===== src/rtl/max7219_pkg.sv =====
// Shared register addresses and state encodings for the MAX7219 chain driver.
package max7219_pkg;

    localparam logic [7:0] REG_DIGIT0     = 8'h01;
    localparam logic [7:0] REG_DECODE     = 8'h09;
    localparam logic [7:0] REG_INTENSITY  = 8'h0A;
    localparam logic [7:0] REG_SCAN_LIMIT = 8'h0B;
    localparam logic [7:0] REG_SHUTDOWN   = 8'h0C;
    localparam logic [7:0] REG_TEST       = 8'h0F;

    // Word indices into the full 14-word init+rows list
    localparam logic [3:0] IDX_INTENSITY = 4'd4;
    localparam logic [3:0] IDX_ROW0      = 4'd6;
    localparam logic [3:0] IDX_LAST      = 4'd13;

    typedef enum logic [2:0] {
        TX_IDLE,
        TX_CS_SETUP,
        TX_SHIFT_LO,
        TX_SHIFT_HI,
        TX_CS_TAIL,
        TX_GAP
    } tx_state_t;

    typedef enum logic [1:0] {
        FR_IDLE,
        FR_SEND,
        FR_DONE
    } frame_state_t;

    function automatic logic [15:0] reg_word(input logic [7:0] addr, input logic [7:0] data);
        return {addr, data};
    endfunction

endpackage


===== src/rtl/max7219_spi_tx.sv =====
// Shifts one W-bit word out over sck/mosi/cs, MSB first, and pulses done after the cs-high gap.
module max7219_spi_tx
    import max7219_pkg::*;
#(
    parameter int W       = 64,
    parameter int CLK_DIV = 5,
    parameter int CS_GAP  = 4
) (
    input  logic         clk,
    input  logic         rst_n,
    input  logic         go,
    input  logic [W-1:0] word,
    output logic         sck,
    output logic         mosi,
    output logic         cs,
    output logic         done
);

    localparam int MAXC = (CLK_DIV > CS_GAP) ? CLK_DIV : CS_GAP;
    localparam int CW   = $clog2(MAXC + 1);
    localparam int BW   = $clog2(W);
    localparam logic [CW-1:0] DIV_LAST = CW'(CLK_DIV - 1);
    localparam logic [CW-1:0] GAP_LAST = CW'(CS_GAP - 1);
    localparam logic [BW-1:0] BIT_LAST = BW'(W - 1);

    tx_state_t     state;
    logic [CW-1:0] cnt;
    logic [BW-1:0] bit_cnt;
    logic [W-1:0]  shreg;

    // mosi only ever moves on the edge that leaves sck low, so it is stable across every rise
    always_ff @(posedge clk or negedge rst_n) begin
        if (!rst_n) begin
            state   <= TX_IDLE;
            cnt     <= '0;
            bit_cnt <= '0;
            shreg   <= '0;
            sck     <= 1'b0;
            mosi    <= 1'b0;
            cs      <= 1'b1;
            done    <= 1'b0;
        end else begin
            done <= 1'b0;
            case (state)
                TX_IDLE: begin
                    if (go) begin
                        shreg   <= word;
                        cs      <= 1'b0;
                        cnt     <= '0;
                        bit_cnt <= '0;
                        state   <= TX_CS_SETUP;
                    end
                end
                TX_CS_SETUP: begin
                    if (cnt == DIV_LAST) begin
                        cnt   <= '0;
                        mosi  <= shreg[W-1];
                        state <= TX_SHIFT_LO;
                    end else begin
                        cnt <= cnt + 1'b1;
                    end
                end
                TX_SHIFT_LO: begin
                    if (cnt == DIV_LAST) begin
                        cnt   <= '0;
                        sck   <= 1'b1;
                        state <= TX_SHIFT_HI;
                    end else begin
                        cnt <= cnt + 1'b1;
                    end
                end
                TX_SHIFT_HI: begin
                    if (cnt == DIV_LAST) begin
                        cnt <= '0;
                        sck <= 1'b0;
                        if (bit_cnt == BIT_LAST) begin
                            state <= TX_CS_TAIL;
                        end else begin
                            bit_cnt <= bit_cnt + 1'b1;
                            shreg   <= shreg << 1;
                            mosi    <= shreg[W-2];
                            state   <= TX_SHIFT_LO;
                        end
                    end else begin
                        cnt <= cnt + 1'b1;
                    end
                end
                TX_CS_TAIL: begin
                    if (cnt == DIV_LAST) begin
                        cnt   <= '0;
                        cs    <= 1'b1;
                        mosi  <= 1'b0;
                        state <= TX_GAP;
                    end else begin
                        cnt <= cnt + 1'b1;
                    end
                end
                TX_GAP: begin
                    if (cnt == GAP_LAST) begin
                        cnt   <= '0;
                        done  <= 1'b1;
                        state <= TX_IDLE;
                    end else begin
                        cnt <= cnt + 1'b1;
                    end
                end
                default: state <= TX_IDLE;
            endcase
        end
    end

endmodule


===== src/rtl/max7219_chain_driver.sv =====
// Frame sequencer for a chain of MAX7219 matrices: init list once, then 8 row loads per frame.
// Define MAX7219_FRAME_LATCH_EN to snapshot pixels at start for tear-free frames.
module max7219_chain_driver
    import max7219_pkg::*;
#(
    parameter int N_DEV      = 4,
    parameter int CLK_DIV    = 5,
    parameter int CS_GAP     = 4,
    parameter int SCAN_LIMIT = 7
) (
    input  logic                 clk,
    input  logic                 rst_n,
    input  logic [64*N_DEV-1:0]  pixels,
    input  logic [3:0]           intensity,
    input  logic                 start,
    output logic                 busy,
    output logic                 finish,
    output logic                 sck,
    output logic                 mosi,
    output logic                 cs
);

    localparam int W  = 16 * N_DEV;
    localparam int PW = 64 * N_DEV;

    frame_state_t  state;
    logic [3:0]    word_idx;
    logic          go;
    logic          tx_done;
    logic          init_done;
    logic          intensity_pending;
    logic [3:0]    last_intensity;
    logic [15:0]   cfg_word;
    logic [2:0]    row_sel;
    logic [W-1:0]  tx_word;
    logic [PW-1:0] pix_src;

`ifdef MAX7219_FRAME_LATCH_EN
    logic [PW-1:0] shadow;

    always_ff @(posedge clk or negedge rst_n) begin
        if (!rst_n) begin
            shadow <= '0;
        end else if (state == FR_IDLE && start) begin
            shadow <= pixels;
        end
    end

    assign pix_src = shadow;
`else
    assign pix_src = pixels;
`endif

    // Config words go to every device alike; row words carry each device's own byte
    always_comb begin
        cfg_word = 16'h0000;
        tx_word  = '0;
        row_sel  = 3'(word_idx - IDX_ROW0);
        case (word_idx)
            4'd0:    cfg_word = reg_word(REG_SHUTDOWN, 8'h00);
            4'd1:    cfg_word = reg_word(REG_TEST, 8'h00);
            4'd2:    cfg_word = reg_word(REG_DECODE, 8'h00);
            4'd3:    cfg_word = reg_word(REG_SCAN_LIMIT, 8'(SCAN_LIMIT));
            4'd4:    cfg_word = reg_word(REG_INTENSITY, {4'h0, intensity});
            4'd5:    cfg_word = reg_word(REG_SHUTDOWN, 8'h01);
            default: cfg_word = 16'h0000;
        endcase
        for (int d = 0; d < N_DEV; d++) begin
            if (word_idx >= IDX_ROW0) begin
                tx_word[16*d +: 16] = reg_word(REG_DIGIT0 + {5'b0, row_sel},
                                               pix_src[64*d + 8*int'(row_sel) +: 8]);
            end else begin
                tx_word[16*d +: 16] = cfg_word;
            end
        end
    end

    // Later frames enter at the intensity word only when a new brightness is waiting
    always_ff @(posedge clk or negedge rst_n) begin
        if (!rst_n) begin
            state     <= FR_IDLE;
            word_idx  <= 4'd0;
            go        <= 1'b0;
            busy      <= 1'b0;
            finish    <= 1'b0;
            init_done <= 1'b0;
        end else begin
            go     <= 1'b0;
            finish <= 1'b0;
            case (state)
                FR_IDLE: begin
                    if (start) begin
                        busy  <= 1'b1;
                        go    <= 1'b1;
                        state <= FR_SEND;
                        if (!init_done) begin
                            word_idx <= 4'd0;
                        end else if (intensity_pending) begin
                            word_idx <= IDX_INTENSITY;
                        end else begin
                            word_idx <= IDX_ROW0;
                        end
                    end
                end
                FR_SEND: begin
                    if (tx_done) begin
                        if (word_idx == IDX_LAST) begin
                            busy      <= 1'b0;
                            finish    <= 1'b1;
                            init_done <= 1'b1;
                            state     <= FR_DONE;
                        end else begin
                            go <= 1'b1;
                            if (word_idx == IDX_INTENSITY && init_done) begin
                                word_idx <= IDX_ROW0;
                            end else begin
                                word_idx <= word_idx + 4'd1;
                            end
                        end
                    end
                end
                FR_DONE: state <= FR_IDLE;
                default: state <= FR_IDLE;
            endcase
        end
    end

    always_ff @(posedge clk or negedge rst_n) begin
        if (!rst_n) begin
            intensity_pending <= 1'b0;
            last_intensity    <= 4'h0;
        end else if (go && word_idx == IDX_INTENSITY) begin
            intensity_pending <= 1'b0;
            last_intensity    <= intensity;
        end else if (intensity != last_intensity) begin
            intensity_pending <= 1'b1;
        end
    end

    max7219_spi_tx #(
        .W       (W),
        .CLK_DIV (CLK_DIV),
        .CS_GAP  (CS_GAP)
    ) u_tx (
        .clk   (clk),
        .rst_n (rst_n),
        .go    (go),
        .word  (tx_word),
        .sck   (sck),
        .mosi  (mosi),
        .cs    (cs),
        .done  (tx_done)
    );

endmodule


===== config.mk =====
export PLATFORM = sky130hd
export DESIGN_NAME = max7219_chain_driver
export DESIGN_NICKNAME = d
export VERILOG_FILES = /design/src/rtl/max7219_pkg.sv /design/src/rtl/max7219_spi_tx.sv /design/src/rtl/max7219_chain_driver.sv
export SDC_FILE = /design/constraint.sdc
export NUM_CORES = 1
export LEC_CHECK = 0
export ABC_AREA = 1
export CORE_MARGIN = 8
export CORE_UTILIZATION = 25
export CTS_CLUSTER_DIAMETER = 40
export DETAILED_ROUTE_END_ITERATION = 12
export PLACE_DENSITY = 0.54
export SYNTH_ARGS = -nofsm -noshare
export SYNTH_HDL_FRONTEND = slang
export SYNTH_SLANG_ARGS = --single-unit

===== constraint.sdc =====
create_clock -name clk -period 4.4 [get_ports clk]
set_input_delay 1.1 -clock clk [delete_from_list [all_inputs] [get_ports clk]]
set_output_delay 1.1 -clock clk [all_outputs]
set_load 0.1 [all_outputs]

# Word-level counts from Yosys, hierarchy flattened
# Index checks and enable logic that the tools add are counted.
# totals
ff_bits,95
input_bits,263
out_inout_bits,5
# op_classes
addsub,8
order_cmp,1
eq_ne,27
n_shift,4
n_mux,60
reduce_logical,23
# op_table
op,count
256-bit by 10-bit variable part select with 8-bit output,2
256-bit by 7-bit variable part select with 8-bit output,1
256-bit by 9-bit variable part select with 8-bit output,1
64-bit 2-to-1 mux,3
64-bit one-hot mux with 2 select lines,1
12-bit one-hot mux with 6 select lines,1
16-bit 2-to-1 mux,4
3-bit 2-to-1 mux,11
1-bit 2-to-1 mux,19
8-bit by 6-bit adder with 9-bit output (first input constant),2
6-bit 2-to-1 mux,3
3-bit one-hot mux with 6 select lines,1
4-bit 2-to-1 mux,4
2-bit by 1-bit != test with 1-bit output (second input constant),6
6-bit one-hot mux with 2 select lines,1
3-bit AND reduction,4
4-bit AND reduction,3
2-bit != test (second input constant),5
2-bit nonzero test,5
3-bit by 2-bit equality test with 1-bit output (second input constant),3
3-bit equality test (second input constant),3
3-bit one-hot mux with 3 select lines,1
7-bit by 6-bit adder with 8-bit output (first input constant),1
4-bit by 2-bit equality test with 1-bit output (second input constant),2
27 further kinds,36

# Longest topological paths before layout
# logic_depth
word_depth,6
mapped_depth,14

# Cells and area by module
# From an unflattened synthesis, not the netlist that was laid out.
# hier_totals
hier_cells,1370
hier_area_um2,8465.6
# by_module_without_submodules
mod,instances,cells_each,area_per_inst_um2
max7219_spi_tx,1,549,4593.2
max7219_chain_driver,1,821,3872.5

# Worst setup path after synthesis
# No wires, ideal clock.
# synth_path
path_kind,reg2reg
from,register word_idx[1]
to,register u_tx.shreg[35]
setup_time_ns,0.116
t_arrival_ns,2.255
required_time_ns,4.284
setup_slack_ns,2.028
stages_incl_launch_ff,13
path_buffers,4
synth_period_minus_slack_ns,2.372
cell_sequence,dfrtp_1 > inv_1 > clkbuf_1 > clkbuf_1 > ha_1 > clkbuf_1 > inv_1 > buf_1 > nand3_1 > nand3_1 > nand2_1 > nand2_1 > nand2_1
# synth_via
elab_chain_cells,6
word_cells_on_any_way,14
# synth_rtl
item,line,source
start: declaration,max7219_chain_driver.sv:27,logic [3:0] word_idx;
start signal: assignment,max7219_chain_driver.sv:117,word_idx <= word_idx + 4'd1;
3-bit subtractor,max7219_chain_driver.sv:58,row_sel = 3'(word_idx - IDX_ROW0);
8-bit by 6-bit adder with 9-bit output,max7219_chain_driver.sv:71,pix_src[64*d + 8*int'(row_sel) +: 8]);
256-bit by 10-bit variable part select with 8-bit output,max7219_chain_driver.sv:71,
16-bit 2-to-1 mux *,max7219_chain_driver.sv:69,if (word_idx >= IDX_ROW0) begin
64-bit 2-to-1 mux *,max7219_spi_tx.sv:46,if (go) begin
64-bit one-hot mux with 2 select lines *,max7219_spi_tx.sv:44,case (state)
end signal: assignment,max7219_spi_tx.sv:47,shreg <= word;
end signal: assignment,max7219_spi_tx.sv:80,shreg <= shreg << 1;
end: declaration,max7219_spi_tx.sv:29,logic [W-1:0] shreg;
# Every way passes the cells marked *; elsewhere a longest branch is shown, timed or not. The select of a mux whose other input is x is not followed.
# A chain may end at the register's enable or synchronous reset.

# Worst setup path in the final report
# layout_path
from,register u_tx.cs
to,output port cs
# layout_rtl
item,line,source
start: declaration,max7219_spi_tx.sv:15,"output logic cs,"
start signal: assignment,max7219_spi_tx.sv:40,cs <= 1'b1;
start signal: assignment,max7219_spi_tx.sv:48,cs <= 1'b0;
start signal: assignment,max7219_spi_tx.sv:91,cs <= 1'b1;
end: declaration,max7219_chain_driver.sv:20,output logic cs
# No word-level cell between the ends.

==> key figures <==
Synth
  • Post-synth top flop: dfrtp_1
  • Mapped Area: 7740 µm²
  • Compound-gate portion of the synthesized area: 0.0719
  • Sequential fraction of the synthesis area: 0.307
  • Post-synth EDFFs: 0
  • Syn Inst Count: 1325
  • Adder-cell share of the synthesized area: 0.0178
  • Largest family of logic cells by synthesized area: simple AND/OR/NAND/NOR gates
  • Post-synth ARST share: 1.00
  • Netlist cell types: 35
  • Flops & latches, synth: 95
  • Yosys warnings: 0
  • Syn Nets: 1599
  • Simple-gate portion of the synthesized area: 0.460
  • Syn_area_per_cell: 5.84 µm²
  • Multiplexer share of the synthesized area: 0.00145
  • Post-synthesis xor/xnor area fraction: 0.00679

STA
  • Final setup violation count: 0
  • Maximum clock rate: 321 MHz
  • Relative slew slack: 0.328
  • Final Max Slew Viols: 0
  • Fin crit share: 0.709
  • Post-Route Setup TNS: 0 ps
  • Layout Skew: 10.2 ps
  • RSZ-0062 raised after global routing: no
  • Final hold violations: 0
  • Slew @ Worst Pin: 1010 ps
  • Final Critical Period: 3120 ps

GRT
  • Vias in the first global route: 8743
  • Global Route Usage Sum: 0.160
  • Initial antenna violation count: 1
  • Grt ovf: 0
  • First-pass GRT wire length: 47200 µm
  • Largest net degree at the start of global routing: 79

Floorplanning
  • Num ports: 268
  • Site Rows: 64
  • Die height: 192 µm
  • Starting Density: 0.254
  • Die width: 192 µm
  • CORE AREA: 30500 µm²
  • Die footprint: 36900 µm²

Min path
  • Worst hold path type: flip-flop to flip-flop

Route
  • Per-cell routed wire length: 15.3 µm
  • Pre-antenna DRT Iters: 5
  • Vias/cell: 4.48
  • Drt initial violations: 562
  • ANT nets after route: 0
  • Routed vias: 8693
  • Drt drc: 0
  • WL final: 29800 µm

Cells and area
  • Fin nets: 1814
  • Commonest cells after routing, fill and taps aside: nand2_1, clkdlybuf4s50_1, nor2_1
  • Fill cell count: 3309
  • Most common cell after layout, fill and taps aside: nand2_1
  • Layout cells sized above 1: 0.0498
  • Area Growth Syn to Fin: 42.1%

Power and ir drop
  • P_sw: 0.000456 W
  • Combinational fraction of design power: 0.166
  • Sw Share: 0.214
  • PwrDens: 194 nW/µm²
  • P_leak: 5.56 nW
  • Sequential share of power: 0.410
  • Internal power: 0.00167 W
  • Total power: 0.00213 W
  • Maximum vdd drop: 187 µV
  • Clock power frac: 0.424

Clock network
  • TritonCTS Buffers: 9
  • Max Root-Sink Buffers: 2
  • Root Driver: clkbuf_16
  • Clk sink count: 95
  • CTS tree: done
  • Postcts setup bufs: 0
  • Clock Latency Late Sink: 350 ps
  • Post-CTS Hold Buffers: 0
  • Post_cts resized: 0
  • Clk slew on worst S/H paths: 70 ps
  • CTS H-tree lvls: 3

Worst setup path
  • Worst setup EP type: primary output
  • CP max stage delay: 1130 ps
  • Crit path arrival time: 2020 ps
  • Crit Path Max Fanout: 2
  • Crit path launch type: flip-flop
  • Critical Path RT: 3300 ps
  • Critical path type: flip-flop to primary output
  • CP top delay family: buffers and inverters
  • Critical Path, Cell by Cell: clkdlybuf4s50_1
  • CP max-delay cell: clkdlybuf4s50_1
  • CP bufs+invs: 1

Flow run
  • Max-cap viol count: 0

Place
  • GP Congestion: 0.791
  • PortBufs: 267
  • Detail Placement HPWL: 21900 µm

Status
  • Status: finished, final reports clean
-- metrics by stage --
step,std cells,area (µm²),utilization,hold slack (ps),worst slack [ps]
floorplan,1325,7740,-,442,2030
global placement,1925,10700,0.349,464,1560
detailed placement,1925,10700,0.349,466,1450
CTS,1941,11000,0.360,483,1250
global route,1942,11000,0.360,494,1130
finish,1942,11000,0.360,476,1280
-- cells in the mapped netlist, types with 2 or more instances --
cell type | number | area (µm²)
nand2_1 | 387 | 1450
nor2_1 | 230 | 863
nand3_1 | 183 | 916
inv_1 | 180 | 676
dfrtp_1 | 94 | 2350
o21ai_0 | 50 | 250
a21oi_1 | 36 | 180
or2_2 | 34 | 213
clkbuf_1 | 32 | 120
buf_2 | 27 | 135
ha_1 | 11 | 138
o22ai_1 | 11 | 68.8
buf_1 | 8 | 30.0
buf_6 | 4 | 45.0
nand4_1 | 4 | 25.0
nor3_1 | 4 | 20.0
nand2_2 | 3 | 18.8
xnor2_1 | 3 | 26.3
xor2_1 | 3 | 26.3
a31oi_1 | 2 | 12.5
buf_4 | 2 | 15.0
inv_2 | 2 | 7.51
nor2_4 | 2 | 22.5
o211ai_1 | 2 | 15.0
-- state kept, by name (all words and copies together) (netlist names), 2 cells and up --
name / flops
u_tx.shreg: 64
last_intensity: 4
u_tx.cnt: 3
state: 2
u_tx.state: 3
word_idx: 4
u_tx.bit_cnt: 6
-- area by class of cell --
class | instances | area [µm²] | area share
timing repair buffer | 278 | 2770 | 0.251
multi-input combinational | 972 | 4320 | 0.392
clock buffer | 10 | 229 | 0.0208
inverter | 184 | 696 | 0.0633
sequential | 95 | 2380 | 0.217
antenna | 1 | 2.50 | 0.000228
tap | 396 | 495 | 0.0451
clock inverter | 6 | 110 | 0.0100
-- cell families after synthesis --
group                    count (synthesis)
AND/OR/NAND/NOR                        849
buffers and inverters                  258
AO/OA/AOI/OAI                          105
flip-flops                              95
adder cells (fa/ha/maj)                 11
XOR/XNOR                                 6
multiplexers                             1
-- worst paths after layout --
kind,startpoint,to,slack (ps),cells after the start
max,u_tx.cs,cs,1280,1
min,last_intensity[1],last_intensity[1],480,2
max reg2reg,u_tx.state[2],u_tx.shreg[60],1520,6
min reg2reg,last_intensity[1],last_intensity[1],480,2
max in group asynchronous,rst_n,u_tx.shreg[22],2950,2
min in group asynchronous,rst_n,u_tx.shreg[61],750,1
-- power by group through the flow --
stage	clock network, W	logic (W)	registers (W)
final	0.000903	0.000354	0.000874
after global routing	0.000964	0.000390	0.000873
after CTS	0.000928	0.000360	0.000873
after detailed placement	0	0.000358	0.000890
after global placement	0	0.000357	0.000890
after floorplan	0	0.0000819	0.000891
-- routing by layer --
metal	vias up	wire length [µm]	global-route usage
met5	-	0	0
met3	33	1720	0.0323
met4	0	593	0.0400
met1	3951	13300	0.203
met2	216	14100	0.272
li1	4493	-	-
No activity file was read; power rests on OpenSTA's default activity.
